--- src/rtl/mem_arb_pkg.sv ---
// Shared types and constants for the I/D backing-memory arbiter.
package mem_arb_pkg;

    localparam int WORD_BYTES = 4;

    typedef enum logic [1:0] {
        ARB_IDLE = 2'd0,
        ARB_XFER = 2'd1,
        ARB_DONE = 2'd2
    } arb_state_e;

    typedef enum logic {
        ARB_OWNER_I = 1'b0,
        ARB_OWNER_D = 1'b1
    } arb_owner_e;

endpackage

--- src/rtl/mem_arbiter_if.sv ---
// Bundle of requester-side and memory-side signals of mem_arbiter.
// master: the arbiter itself; slave: the caches and memory around it.
interface mem_arbiter_if #(
    parameter int LINE_WORDS = 8,
    parameter int ADDR_WIDTH = 32
);
    localparam int BEAT_W = $clog2(LINE_WORDS);

    logic                  i_req_i;
    logic [ADDR_WIDTH-1:0] i_addr_i;
    logic                  i_rvalid_o;
    logic [31:0]           i_rdata_o;
    logic [BEAT_W-1:0]     i_beat_o;
    logic                  i_done_o;

    logic                  d_req_i;
    logic                  d_we_i;
    logic [ADDR_WIDTH-1:0] d_addr_i;
    logic [31:0]           d_wdata_i;
    logic                  d_rvalid_o;
    logic [31:0]           d_rdata_o;
    logic [BEAT_W-1:0]     d_beat_o;
    logic                  d_done_o;

    logic                  mem_req_o;
    logic                  mem_we_o;
    logic [ADDR_WIDTH-1:0] mem_addr_o;
    logic [31:0]           mem_wdata_o;
    logic [31:0]           mem_rdata_i;
    logic                  mem_ready_i;

    logic                  busy_o;

    modport master (
        input  i_req_i, i_addr_i, d_req_i, d_we_i, d_addr_i, d_wdata_i,
               mem_rdata_i, mem_ready_i,
        output i_rvalid_o, i_rdata_o, i_beat_o, i_done_o,
               d_rvalid_o, d_rdata_o, d_beat_o, d_done_o,
               mem_req_o, mem_we_o, mem_addr_o, mem_wdata_o, busy_o
    );

    modport slave (
        output i_req_i, i_addr_i, d_req_i, d_we_i, d_addr_i, d_wdata_i,
               mem_rdata_i, mem_ready_i,
        input  i_rvalid_o, i_rdata_o, i_beat_o, i_done_o,
               d_rvalid_o, d_rdata_o, d_beat_o, d_done_o,
               mem_req_o, mem_we_o, mem_addr_o, mem_wdata_o, busy_o
    );

endinterface

--- src/rtl/mem_arbiter.sv ---
// Line-granular arbiter sharing one memory port between I refills and D refill/writeback.
// Define MEM_ARB_RR_EN for round-robin ties; default is fixed D-over-I priority.
module mem_arbiter
    import mem_arb_pkg::*;
#(
    parameter int LINE_WORDS = 8,
    parameter int ADDR_WIDTH = 32
) (
    input  logic          clk,
    input  logic          rst,
    mem_arbiter_if.master bus
);

    localparam int BEAT_W = $clog2(LINE_WORDS);
    localparam logic [BEAT_W-1:0]     LAST_BEAT = BEAT_W'(LINE_WORDS - 1);
    localparam logic [ADDR_WIDTH-1:0] LINE_MASK = ADDR_WIDTH'(LINE_WORDS * WORD_BYTES - 1);

    arb_state_e            state_r;
    arb_owner_e            owner_r;
    arb_owner_e            pick_s;
    logic [BEAT_W-1:0]     beat_r;
    logic                  we_r;
    logic [ADDR_WIDTH-1:0] base_r;
    logic                  req_any_s;

    function automatic logic [ADDR_WIDTH-1:0] line_base(input logic [ADDR_WIDTH-1:0] addr);
        return addr & ~LINE_MASK;
    endfunction

    assign req_any_s = bus.i_req_i | bus.d_req_i;

`ifdef MEM_ARB_RR_EN
    arb_owner_e last_owner_r;

    // Round-robin pick: a tie goes to whoever did not own the previous line
    always_comb begin
        pick_s = ARB_OWNER_D;
        if (bus.i_req_i && bus.d_req_i) begin
            if (last_owner_r == ARB_OWNER_D) begin
                pick_s = ARB_OWNER_I;
            end else begin
                pick_s = ARB_OWNER_D;
            end
        end else if (bus.i_req_i) begin
            pick_s = ARB_OWNER_I;
        end else begin
            pick_s = ARB_OWNER_D;
        end
    end

    // Remember the owner of the most recently completed line
    always_ff @(posedge clk) begin
        if (rst) begin
            last_owner_r <= ARB_OWNER_D;
        end else if (state_r == ARB_DONE) begin
            last_owner_r <= owner_r;
        end
    end
`else
    // Fixed priority pick: D always beats I
    always_comb begin
        pick_s = ARB_OWNER_D;
        if (bus.d_req_i) begin
            pick_s = ARB_OWNER_D;
        end else if (bus.i_req_i) begin
            pick_s = ARB_OWNER_I;
        end else begin
            pick_s = ARB_OWNER_D;
        end
    end
`endif

    // Transaction FSM and beat counter; grant is registered only from IDLE
    always_ff @(posedge clk) begin
        if (rst) begin
            state_r <= ARB_IDLE;
            owner_r <= ARB_OWNER_D;
            beat_r  <= '0;
            we_r    <= 1'b0;
            base_r  <= '0;
        end else begin
            case (state_r)
                ARB_IDLE: begin
                    if (req_any_s) begin
                        owner_r <= pick_s;
                        beat_r  <= '0;
                        state_r <= ARB_XFER;
                        if (pick_s == ARB_OWNER_D) begin
                            base_r <= line_base(bus.d_addr_i);
                            we_r   <= bus.d_we_i;
                        end else begin
                            base_r <= line_base(bus.i_addr_i);
                            we_r   <= 1'b0;
                        end
                    end
                end
                ARB_XFER: begin
                    // Counter wraps to zero exactly as the last beat completes
                    if (bus.mem_ready_i) begin
                        beat_r <= beat_r + BEAT_W'(1);
                        if (beat_r == LAST_BEAT) begin
                            state_r <= ARB_DONE;
                        end
                    end
                end
                ARB_DONE: begin
                    state_r <= ARB_IDLE;
                end
                default: begin
                    state_r <= ARB_IDLE;
                end
            endcase
        end
    end

    // Output decode: memory beat, owner-side beat/rvalid, and the done pulse
    always_comb begin
        bus.mem_req_o   = 1'b0;
        bus.mem_we_o    = 1'b0;
        bus.mem_addr_o  = '0;
        bus.mem_wdata_o = 32'd0;
        bus.i_rvalid_o  = 1'b0;
        bus.d_rvalid_o  = 1'b0;
        bus.i_beat_o    = '0;
        bus.d_beat_o    = '0;
        bus.i_done_o    = 1'b0;
        bus.d_done_o    = 1'b0;
        bus.i_rdata_o   = bus.mem_rdata_i;
        bus.d_rdata_o   = bus.mem_rdata_i;
        bus.busy_o      = (state_r != ARB_IDLE);
        case (state_r)
            ARB_XFER: begin
                bus.mem_req_o   = 1'b1;
                bus.mem_we_o    = (owner_r == ARB_OWNER_D) && we_r;
                bus.mem_addr_o  = base_r + (ADDR_WIDTH'(beat_r) * ADDR_WIDTH'(WORD_BYTES));
                bus.mem_wdata_o = bus.d_wdata_i;
                if (owner_r == ARB_OWNER_D) begin
                    bus.d_beat_o   = beat_r;
                    bus.d_rvalid_o = bus.mem_ready_i && !we_r;
                end else begin
                    bus.i_beat_o   = beat_r;
                    bus.i_rvalid_o = bus.mem_ready_i;
                end
            end
            ARB_DONE: begin
                if (owner_r == ARB_OWNER_D) begin
                    bus.d_done_o = 1'b1;
                end else begin
                    bus.i_done_o = 1'b1;
                end
            end
            default: begin
                bus.mem_req_o = 1'b0;
            end
        endcase
    end

endmodule

--- src/flat_wrapper.sv ---
// flat-port wrapper written by rule: the top's interface ports become plain ports
module mem_arbiter_flat import mem_arb_pkg::*;
#(
    parameter int LINE_WORDS = 8,
    parameter int ADDR_WIDTH = 32
)
  (clk, rst, bus_i_req_i, bus_i_addr_i, bus_d_req_i, bus_d_we_i, bus_d_addr_i, bus_d_wdata_i, bus_mem_rdata_i, bus_mem_ready_i, bus_i_rvalid_o, bus_i_rdata_o, bus_i_beat_o, bus_i_done_o, bus_d_rvalid_o, bus_d_rdata_o, bus_d_beat_o, bus_d_done_o, bus_mem_req_o, bus_mem_we_o, bus_mem_addr_o, bus_mem_wdata_o, bus_busy_o);
  mem_arbiter_if #(.LINE_WORDS(LINE_WORDS), .ADDR_WIDTH(ADDR_WIDTH)) bus_i ();
  input  logic clk;
  input  logic rst;
  input wire logic [$bits(bus_i.i_req_i)-1:0] bus_i_req_i;
  input wire logic [$bits(bus_i.i_addr_i)-1:0] bus_i_addr_i;
  input wire logic [$bits(bus_i.d_req_i)-1:0] bus_d_req_i;
  input wire logic [$bits(bus_i.d_we_i)-1:0] bus_d_we_i;
  input wire logic [$bits(bus_i.d_addr_i)-1:0] bus_d_addr_i;
  input wire logic [$bits(bus_i.d_wdata_i)-1:0] bus_d_wdata_i;
  input wire logic [$bits(bus_i.mem_rdata_i)-1:0] bus_mem_rdata_i;
  input wire logic [$bits(bus_i.mem_ready_i)-1:0] bus_mem_ready_i;
  output wire logic [$bits(bus_i.i_rvalid_o)-1:0] bus_i_rvalid_o;
  output wire logic [$bits(bus_i.i_rdata_o)-1:0] bus_i_rdata_o;
  output wire logic [$bits(bus_i.i_beat_o)-1:0] bus_i_beat_o;
  output wire logic [$bits(bus_i.i_done_o)-1:0] bus_i_done_o;
  output wire logic [$bits(bus_i.d_rvalid_o)-1:0] bus_d_rvalid_o;
  output wire logic [$bits(bus_i.d_rdata_o)-1:0] bus_d_rdata_o;
  output wire logic [$bits(bus_i.d_beat_o)-1:0] bus_d_beat_o;
  output wire logic [$bits(bus_i.d_done_o)-1:0] bus_d_done_o;
  output wire logic [$bits(bus_i.mem_req_o)-1:0] bus_mem_req_o;
  output wire logic [$bits(bus_i.mem_we_o)-1:0] bus_mem_we_o;
  output wire logic [$bits(bus_i.mem_addr_o)-1:0] bus_mem_addr_o;
  output wire logic [$bits(bus_i.mem_wdata_o)-1:0] bus_mem_wdata_o;
  output wire logic [$bits(bus_i.busy_o)-1:0] bus_busy_o;
  assign bus_i.i_req_i = bus_i_req_i;
  assign bus_i.i_addr_i = bus_i_addr_i;
  assign bus_i.d_req_i = bus_d_req_i;
  assign bus_i.d_we_i = bus_d_we_i;
  assign bus_i.d_addr_i = bus_d_addr_i;
  assign bus_i.d_wdata_i = bus_d_wdata_i;
  assign bus_i.mem_rdata_i = bus_mem_rdata_i;
  assign bus_i.mem_ready_i = bus_mem_ready_i;
  assign bus_i_rvalid_o = bus_i.i_rvalid_o;
  assign bus_i_rdata_o = bus_i.i_rdata_o;
  assign bus_i_beat_o = bus_i.i_beat_o;
  assign bus_i_done_o = bus_i.i_done_o;
  assign bus_d_rvalid_o = bus_i.d_rvalid_o;
  assign bus_d_rdata_o = bus_i.d_rdata_o;
  assign bus_d_beat_o = bus_i.d_beat_o;
  assign bus_d_done_o = bus_i.d_done_o;
  assign bus_mem_req_o = bus_i.mem_req_o;
  assign bus_mem_we_o = bus_i.mem_we_o;
  assign bus_mem_addr_o = bus_i.mem_addr_o;
  assign bus_mem_wdata_o = bus_i.mem_wdata_o;
  assign bus_busy_o = bus_i.busy_o;
  mem_arbiter #(.LINE_WORDS(LINE_WORDS), .ADDR_WIDTH(ADDR_WIDTH)) u_core (.clk(clk), .rst(rst), .bus(bus_i));
endmodule
--- config.mk ---
export PLATFORM = sky130hd
export DESIGN_NAME = mem_arbiter_flat
export DESIGN_NICKNAME = d
export VERILOG_FILES = /design/src/rtl/mem_arb_pkg.sv /design/src/rtl/mem_arbiter_if.sv /design/src/rtl/mem_arbiter.sv /design/src/flat_wrapper.sv
export SDC_FILE = /design/constraint.sdc
export NUM_CORES = 1
export LEC_CHECK = 0
export CAP_MARGIN = 25
export CELL_PAD_IN_SITES_DETAIL_PLACEMENT = 0
export CELL_PAD_IN_SITES_GLOBAL_PLACEMENT = 2
export CORE_MARGIN = 5
export CORE_UTILIZATION = 13
export CTS_CLUSTER_DIAMETER = 30
export DETAILED_ROUTE_END_ITERATION = 10
export PLACE_DENSITY = 0.8
export SLEW_MARGIN = 15
export SYNTH_ARGS = -nofsm -noshare
export SYNTH_HDL_FRONTEND = slang
export SYNTH_SLANG_ARGS = --single-unit
export TNS_END_PERCENT = 10
--- constraint.sdc ---
create_clock -name clk -period 1.55 [get_ports clk]
set_input_delay 0.2325 -clock clk [delete_from_list [all_inputs] [get_ports clk]]
set_output_delay 0.2325 -clock clk [all_outputs]
set_load 0.02 [all_outputs]
==> results of run 1 <==
metal layers:
layer / global-route usage (%) / wire [µm]
met1: 9.02 / 4110
met5: 0 / 0
met3: 2.80 / 900
met2: 15.1 / 5200
met4: 3.89 / 193
sequential cells by signal, indices dropped and copies added, names as in the netlist:
register and flops:
u_core.owner_r 1, u_core.beat_r 3, u_core.we_r 1, u_core.base_r 27, u_core.state_r 2
worst max-delay path by stage:
stage / startpoint / end / slack [ns] / cells past startpoint
final: u_core.state_r[1]$_SDFFE_PP0P_ / bus_mem_addr_o[29] / -0.06 / 6
after global routing: u_core.state_r[1]$_SDFFE_PP0P_ / bus_mem_addr_o[29] / -0.12 / 6
after CTS: u_core.state_r[1]$_SDFFE_PP0P_ / bus_mem_wdata_o[20] / -0.16 / 5
after detailed placement: bus_i_req_i / u_core.base_r[6]$_SDFFE_PP0P_ / -0.28 / 4
after global placement: bus_i_req_i / u_core.base_r[14]$_SDFFE_PP0P_ / -0.23 / 4
after floorplan: u_core.state_r[1]$_SDFFE_PP0P_ / bus_mem_wdata_o[18] / 0.16 / 4
placed cells by master, fill, tap and decap left out, types with 2 or more instances in the layout:
master | Yosys | final
o211ai_1 | 3 | 3
clkdlybuf4s50_1 | 0 | 90
a21oi_1 | 31 | 31
nor2_4 | 1 | 2
buf_12 | 0 | 5
nand3_1 | 3 | 3
a311oi_1 | 27 | 27
clkbuf_2 | 1 | 3
conb_1 | 1 | 2
or2_2 | 2 | 2
ha_1 | 2 | 2
and2_4 | 0 | 32
dfxtp_2 | 0 | 2
dfxtp_1 | 34 | 31
and3_1 | 4 | 3
buf_4 | 71 | 27
buf_6 | 2 | 43
clkbuf_16 | 0 | 8
nand2_1 | 56 | 56
nor2_1 | 2 | 2
and2_1 | 62 | 30
buf_2 | 8 | 19
nor3b_2 | 0 | 4
power groups by stage:
stage | registers, µW | clock network [µW] | logic (µW)
after global placement | 1020 | 0 | 1040
after detailed placement | 1020 | 0 | 1040
final | 1010 | 1020 | 1130
after global routing | 1020 | 1110 | 1220
after CTS | 1010 | 1070 | 1010
after floorplan | 1000 | 0 | 717
timing repair:
item,CTS,global route
pin swaps,10,27
hold buffers,0,0
gates resized for setup,326,88
gates cloned,1,3
buffers inserted,0,0
setup endpoints to repair,102,95
worst max-delay path, delay by kind of cell, from the launching register on:
family	cells	cell delay, ns
buf+inv	4	0.47
simple gates	2	0.30
flops	1	0.32
layout make-up:
cell class | instances | area, µm²
Sequential cell | 34 | 687
Clock buffer | 7 | 143
Fill cell | 2193 | 15000
Inverter | 2 | 20.0
Timing Repair Buffer | 192 | 1890
Clock inverter | 1 | 5.00
Tap cell | 265 | 332
Multi-Input combinational cell | 211 | 1350
kinds of logic (layout without fill, tap and decap cells):
| group | after synthesis | in the layout | share of synthesized area, % |
|---|---|---|---|
| buffers and inverters | 94 | 202 | 25.3 |
| other | 1 | 2 | 0.147 |
| DFF | 34 | 34 | 26.6 |
| and+or+nand+nor | 143 | 143 | 29.9 |
| AOI/OAI and AO/OA | 64 | 64 | 17.1 |
| adders and majority gates | 2 | 2 | 0.979 |
synthesized netlist by cell type (all sizes together):
| library cell | count | area [µm²] |
|---|---|---|
| nand3b | 1 | 7.51 |
| and4b | 1 | 10.0 |
| or2 | 2 | 12.5 |
| nor2 | 4 | 25.0 |
| buf | 81 | 596 |
| a221o | 1 | 10.0 |
| inv | 2 | 7.50 |
| nand2 | 56 | 210 |
| o21ai | 1 | 5.00 |
| and3b | 1 | 8.76 |
| ha | 2 | 25.0 |
| a311oi | 27 | 236 |
| clkbuf | 11 | 42.5 |
| a21oi | 31 | 155 |
| nor3b | 5 | 37.5 |
| dfxtp | 34 | 681 |
| and2b | 1 | 7.51 |
| conb | 1 | 3.75 |
| and3 | 4 | 25.0 |
| nand3 | 3 | 15.0 |
| nand2b | 2 | 12.5 |
| a22oi | 1 | 7.51 |
| and2 | 62 | 388 |
| nor3 | 1 | 5.00 |
| o211ai | 3 | 22.5 |
per-stage QoR:
stage | util, % | std cells | setup WS [ns] | cell area (µm²) | power (µW)
detailed placement | 21.3 | 700 | -0.279 | 4130 | 2070
CTS | 21.2 | 709 | -0.156 | 4120 | 3100
global placement | 21.3 | 700 | -0.234 | 4130 | 2060
floorplan | - | 339 | 0.160 | 2560 | 1720
finish | 22.8 | 712 | -0.0613 | 4430 | 3160
global route | 22.8 | 712 | -0.125 | 4430 | 3350
==> flow_metrics.tcl, run 1 <==
set metrics [dict create \
    power_density_mw_per_mm2 714 \
    io_pins 275 \
    cellLeakagePower_uw 0.00186 \
    reg2reg_setup_slack_ns 0.01 \
    cts.sinks 34 \
    setup_tns_ns -0.555 \
    slew_headroom_pct 52.6 \
    grt_pass1_wl_um 14700 \
    yosysWarnings 0 \
    status "finished, violations left" \
    worstSetupPathType "reg -> out" \
    die_y_um 150 \
    cp_max_fo 7 \
    power.switching_uw 951 \
    cts-root-buf "clkbuf_16" \
    switching_share_pct 30.1 \
    ant_nets 0 \
    cp-start-kind "flip-flop" \
    ys_ff_latch 34 \
    cts_buffers 5 \
    wire_per_inst_um 14.6 \
    r2r-end "u_core.base_r[6]$_SDFFE_PP0P_" \
    drcViolationCount 0 \
    drive_gt1_share_pct 34.7 \
    grt_usage_pct 8.46 \
    syn_area_per_cell_um2 7.56 \
    grt_max_degree 36 \
    dr.pass1.iters 4 \
    min_to "u_core.base_r[28]$_SDFFE_PP0P_" \
    start_util_pct 13.2 \
    grt_pass1_vias 2779 \
    fp.dieW_um 150 \
    cts_tree "done" \
    hold_class "in -> reg" \
    fin_ws_ns -0.0613 \
    whs_ns 0.389 \
    p_comb_share_pct 35.7 \
    wl_um 10400 \
    fp.coreArea_mm2 0.0194 \
    first_iter_violations 50 \
    crit_chain "nand2b_4, clkinv_8, buf_12, buf_6, and2_4, buf_6" \
    ys_types 31 \
    antenna_found_initial 0 \
    hpwlAfterDp_um 7760 \
    clk_latency_ns 0.29 \
    die_area_mm2 0.0226 \
    skew_ns 0.00620 \
    end_kind "primary output" \
    htree_levels 2 \
    slew_violations 0 \
    area_delta_synth_final_pct 73.3 \
    clk_pin_slew_ns 0.06 \
    max_stage_delay_ns 0.32 \
    critPathMostFrequentCell "buf_6" \
    slowest_stage "dfxtp_2" \
    reg2reg_from "u_core.state_r[1]$_SDFFE_PP0P_" \
    p_clk_share_pct 32.3 \
    rsz0062_at_grt "true" \
    syn_area_mm2 0.00256 \
    worst_ep_arrival_time_ns 1.38 \
    finalCriticalPeriod_ns 1.61 \
    cts_buffer_depth 2 \
    max-cap-violations 0 \
    setup_viol 26 \
    via_per_inst 3.76 \
    pwr-share-seq_pct 32.0 \
    worstHoldStart "rst" \
    dr_total_vias 2678 \
    fp-row-count 51 \
    grt-ovfl-total 0 \
    vdd.ir_drop.worst_uv 331 \
    layout.nets 582 \
    min_path_cells 2 \
    intPower_uw 2210 \
    cp.required_ns 1.32 \
    diodes 0 \
    tightest_slew_ns 0.709 \
    fin_crit_sh_pct 104 \
    portBuffers 166 \
    fmax_mhz 621 \
    globalplace.congestion 0.691 \
    violations "negative setup slack" \
    r2r_cells 5 \
    yosysSeqAreaShare_pct 26.6 \
    hold_viol 0 \
    synth_cells 338 \
]
(Power assumes the default switching activity.)
==> run 2, diff against run 1 <==
Settings changed: CTS_BUF_LIST set to sky130_fd_sc_hd__clkbuf_2 sky130_fd_sc_hd__clkbuf_4 sky130_fd_sc_hd__clkbuf_8.
==> run 2 against run 1 <==
  * The run still ends with negative setup slack left
  * Critical path depth unchanged
  * Count of clock-buffer cells in the layout unchanged
  * Register-to-register slack improved by 0.09 ns
  * Sequential cell count unchanged
  * Via count increased by 0.22%
  * Critical endpoint unchanged
==> flow_metrics.tcl, run 2 (synthesis results as in run 1) <==
set metrics [dict create \
    status "finished, violations left" \
    violations "negative setup slack" \
    met3_usage_pct 2.98 \
    clk_pin_slew_ns 0.08 \
    io_pins 275 \
    diodes 0 \
    worst_ep_arrival_time_ns 1.36 \
    grt_usage_pct 8.54 \
    fillers 2160 \
    worstSetupPathType "reg -> out" \
    hpwlAfterDp_um 7760 \
    reg2reg_from "u_core.state_r[1]$_SDFFE_PP0P_" \
    slew_violations 0 \
    reg2reg_setup_slack_ns 0.10 \
    layout.nets 581 \
    hold_viol 0 \
    dr.pass1.iters 4 \
    critPathCapture "bus_mem_addr_o[29]" \
    top_usage_layer "met2" \
    largest_reg_flops 27 \
    grt_use_met2_pct 15.3 \
    cp.required_ns 1.32 \
    grt_pass1_vias 2785 \
    die_y_um 150 \
    first_iter_violations 58 \
    fp-row-count 51 \
    start_util_pct 13.2 \
    cts_buffers 5 \
    final_cell_mix "clkdlybuf4s50_1, buf_6, nand2_1" \
    fp.coreArea_mm2 0.0194 \
    cts-root-buf "clkbuf_8" \
    portBuffers 166 \
    area_delta_synth_final_pct 76.2 \
    vdd.ir_drop.worst_uv 292 \
    drcViolationCount 0 \
    power_density_mw_per_mm2 648 \
    hold_class "in -> reg" \
    final_common_cell "clkdlybuf4s50_1" \
    r2r_cells 5 \
    cp_max_fo 9 \
    drive_gt1_share_pct 35.9 \
    fin_ws_ns -0.0410 \
    grt_max_degree 32 \
    die_area_mm2 0.0226 \
    antenna_found_initial 0 \
    rsz0062_at_grt "true" \
    fin_crit_sh_pct 103 \
    skew_ns 0.00804 \
    fp.dieW_um 150 \
    whs_ns 0.372 \
    cellLeakagePower_uw 0.00185 \
    setup_viol 19 \
    grtUsageMet1_pct 8.96 \
    fmax_mhz 629 \
    wire_per_inst_um 15.0 \
    startpoint "u_core.state_r[1]$_SDFFE_PP0P_" \
    r2r-end "u_core.base_r[10]$_SDFFE_PP0P_" \
    max-cap-violations 0 \
    via_per_inst 3.77 \
    reg_top3 "u_core.base_r x27, u_core.beat_r x3, u_core.state_r x2" \
    globalplace.congestion 0.691 \
    clk_latency_ns 0.30 \
    wl_um 10700 \
    htree_levels 2 \
    ant_nets 0 \
    post-cts-setup-buffers 0 \
    dr_total_vias 2684 \
    cts_tree "done" \
    grt-ovfl-total 0 \
    grt_pass1_wl_um 14800 \
    cp-start-kind "flip-flop" \
    ctsHoldBuffers 0 \
    finalCriticalPeriod_ns 1.59 \
    regMostFlops "u_core.base_r" \
    postLayoutCoreUtil_pct 23.2 \
    end_kind "primary output" \
    cts_buffer_depth 2 \
    cts.sinks 34 \
]
## run 2: critical path, cell delays in order, from the launching register on
cell and delay (ns):
dfxtp_2 0.32, nand2b_4 0.16, inv_8 0.10, buf_12 0.13, buf_6 0.10, and2_4 0.13
buf_6 0.11
## run 2: how the worst min path moves through the flow
| stage | from | depth (start not counted) | endpoint |
|---|---|---|---|
| after detailed placement | bus_mem_rdata_i[22] | 0 | bus_i_rdata_o[22] |
| final | rst | 2 | u_core.base_r[28]$_SDFFE_PP0P_ |
| after floorplan | bus_d_req_i | 1 | u_core.owner_r$_SDFFE_PP1P_ |
| after global routing | rst | 2 | u_core.base_r[28]$_SDFFE_PP0P_ |
| after global placement | bus_mem_rdata_i[22] | 0 | bus_i_rdata_o[22] |
| after CTS | rst | 2 | u_core.base_r[28]$_SDFFE_PP0P_ |
## run 2: layout make-up
| class | instances | area [µm²] | share of cell area, % |
|---|---|---|---|
| Timing Repair Buffer | 190 | 2000 | 44.5 |
| Multi-Input combinational cell | 212 | 1370 | 30.5 |
| Sequential cell | 34 | 684 | 15.2 |
| Tap cell | 265 | 332 | 7.36 |
| Clock buffer | 7 | 90.1 | 2.00 |
| Inverter | 2 | 15.0 | 0.333 |
| Clock inverter | 1 | 5.00 | 0.111 |
## run 2: power by group
group / internal, µW / switching [µW]
logic: 648 / 527
registers: 955 / 55.9
clock network: 376 / 358
total: 1980 / 941
## run 2: through the flow
| stage | TNS, ns | instance area [µm²] | instances | power, µW | setup WS, ns |
|---|---|---|---|---|---|
| 2_1_floorplan | 0 | 2560 | 339 | 1720 | 0.160 |
| 3_3_place_gp | -16.71 | 4130 | 700 | 2060 | -0.234 |
| 3_5_place_dp | -18.99 | 4130 | 700 | 2070 | -0.279 |
| 4_1_cts | -2.11 | 4280 | 709 | 2880 | -0.182 |
| 5_1_grt | -3.88 | 4500 | 711 | 3110 | -0.122 |
| 6_report | -0.326 | 4500 | 711 | 2920 | -0.0410 |
## run 2: routing by layer
layer	vias up	share of wire [%]
met5	-	0
li1	1288	-
met3	14	9.1
met2	127	50
met1	1255	40
met4	0	1.8
## run 2: repair_timing
action	CTS	global route
pin swaps	12	26
gates resized for setup	396	72
endpoints found under the hold margin	0	0
cloned	1	2
endpoints found under the setup margin	102	101
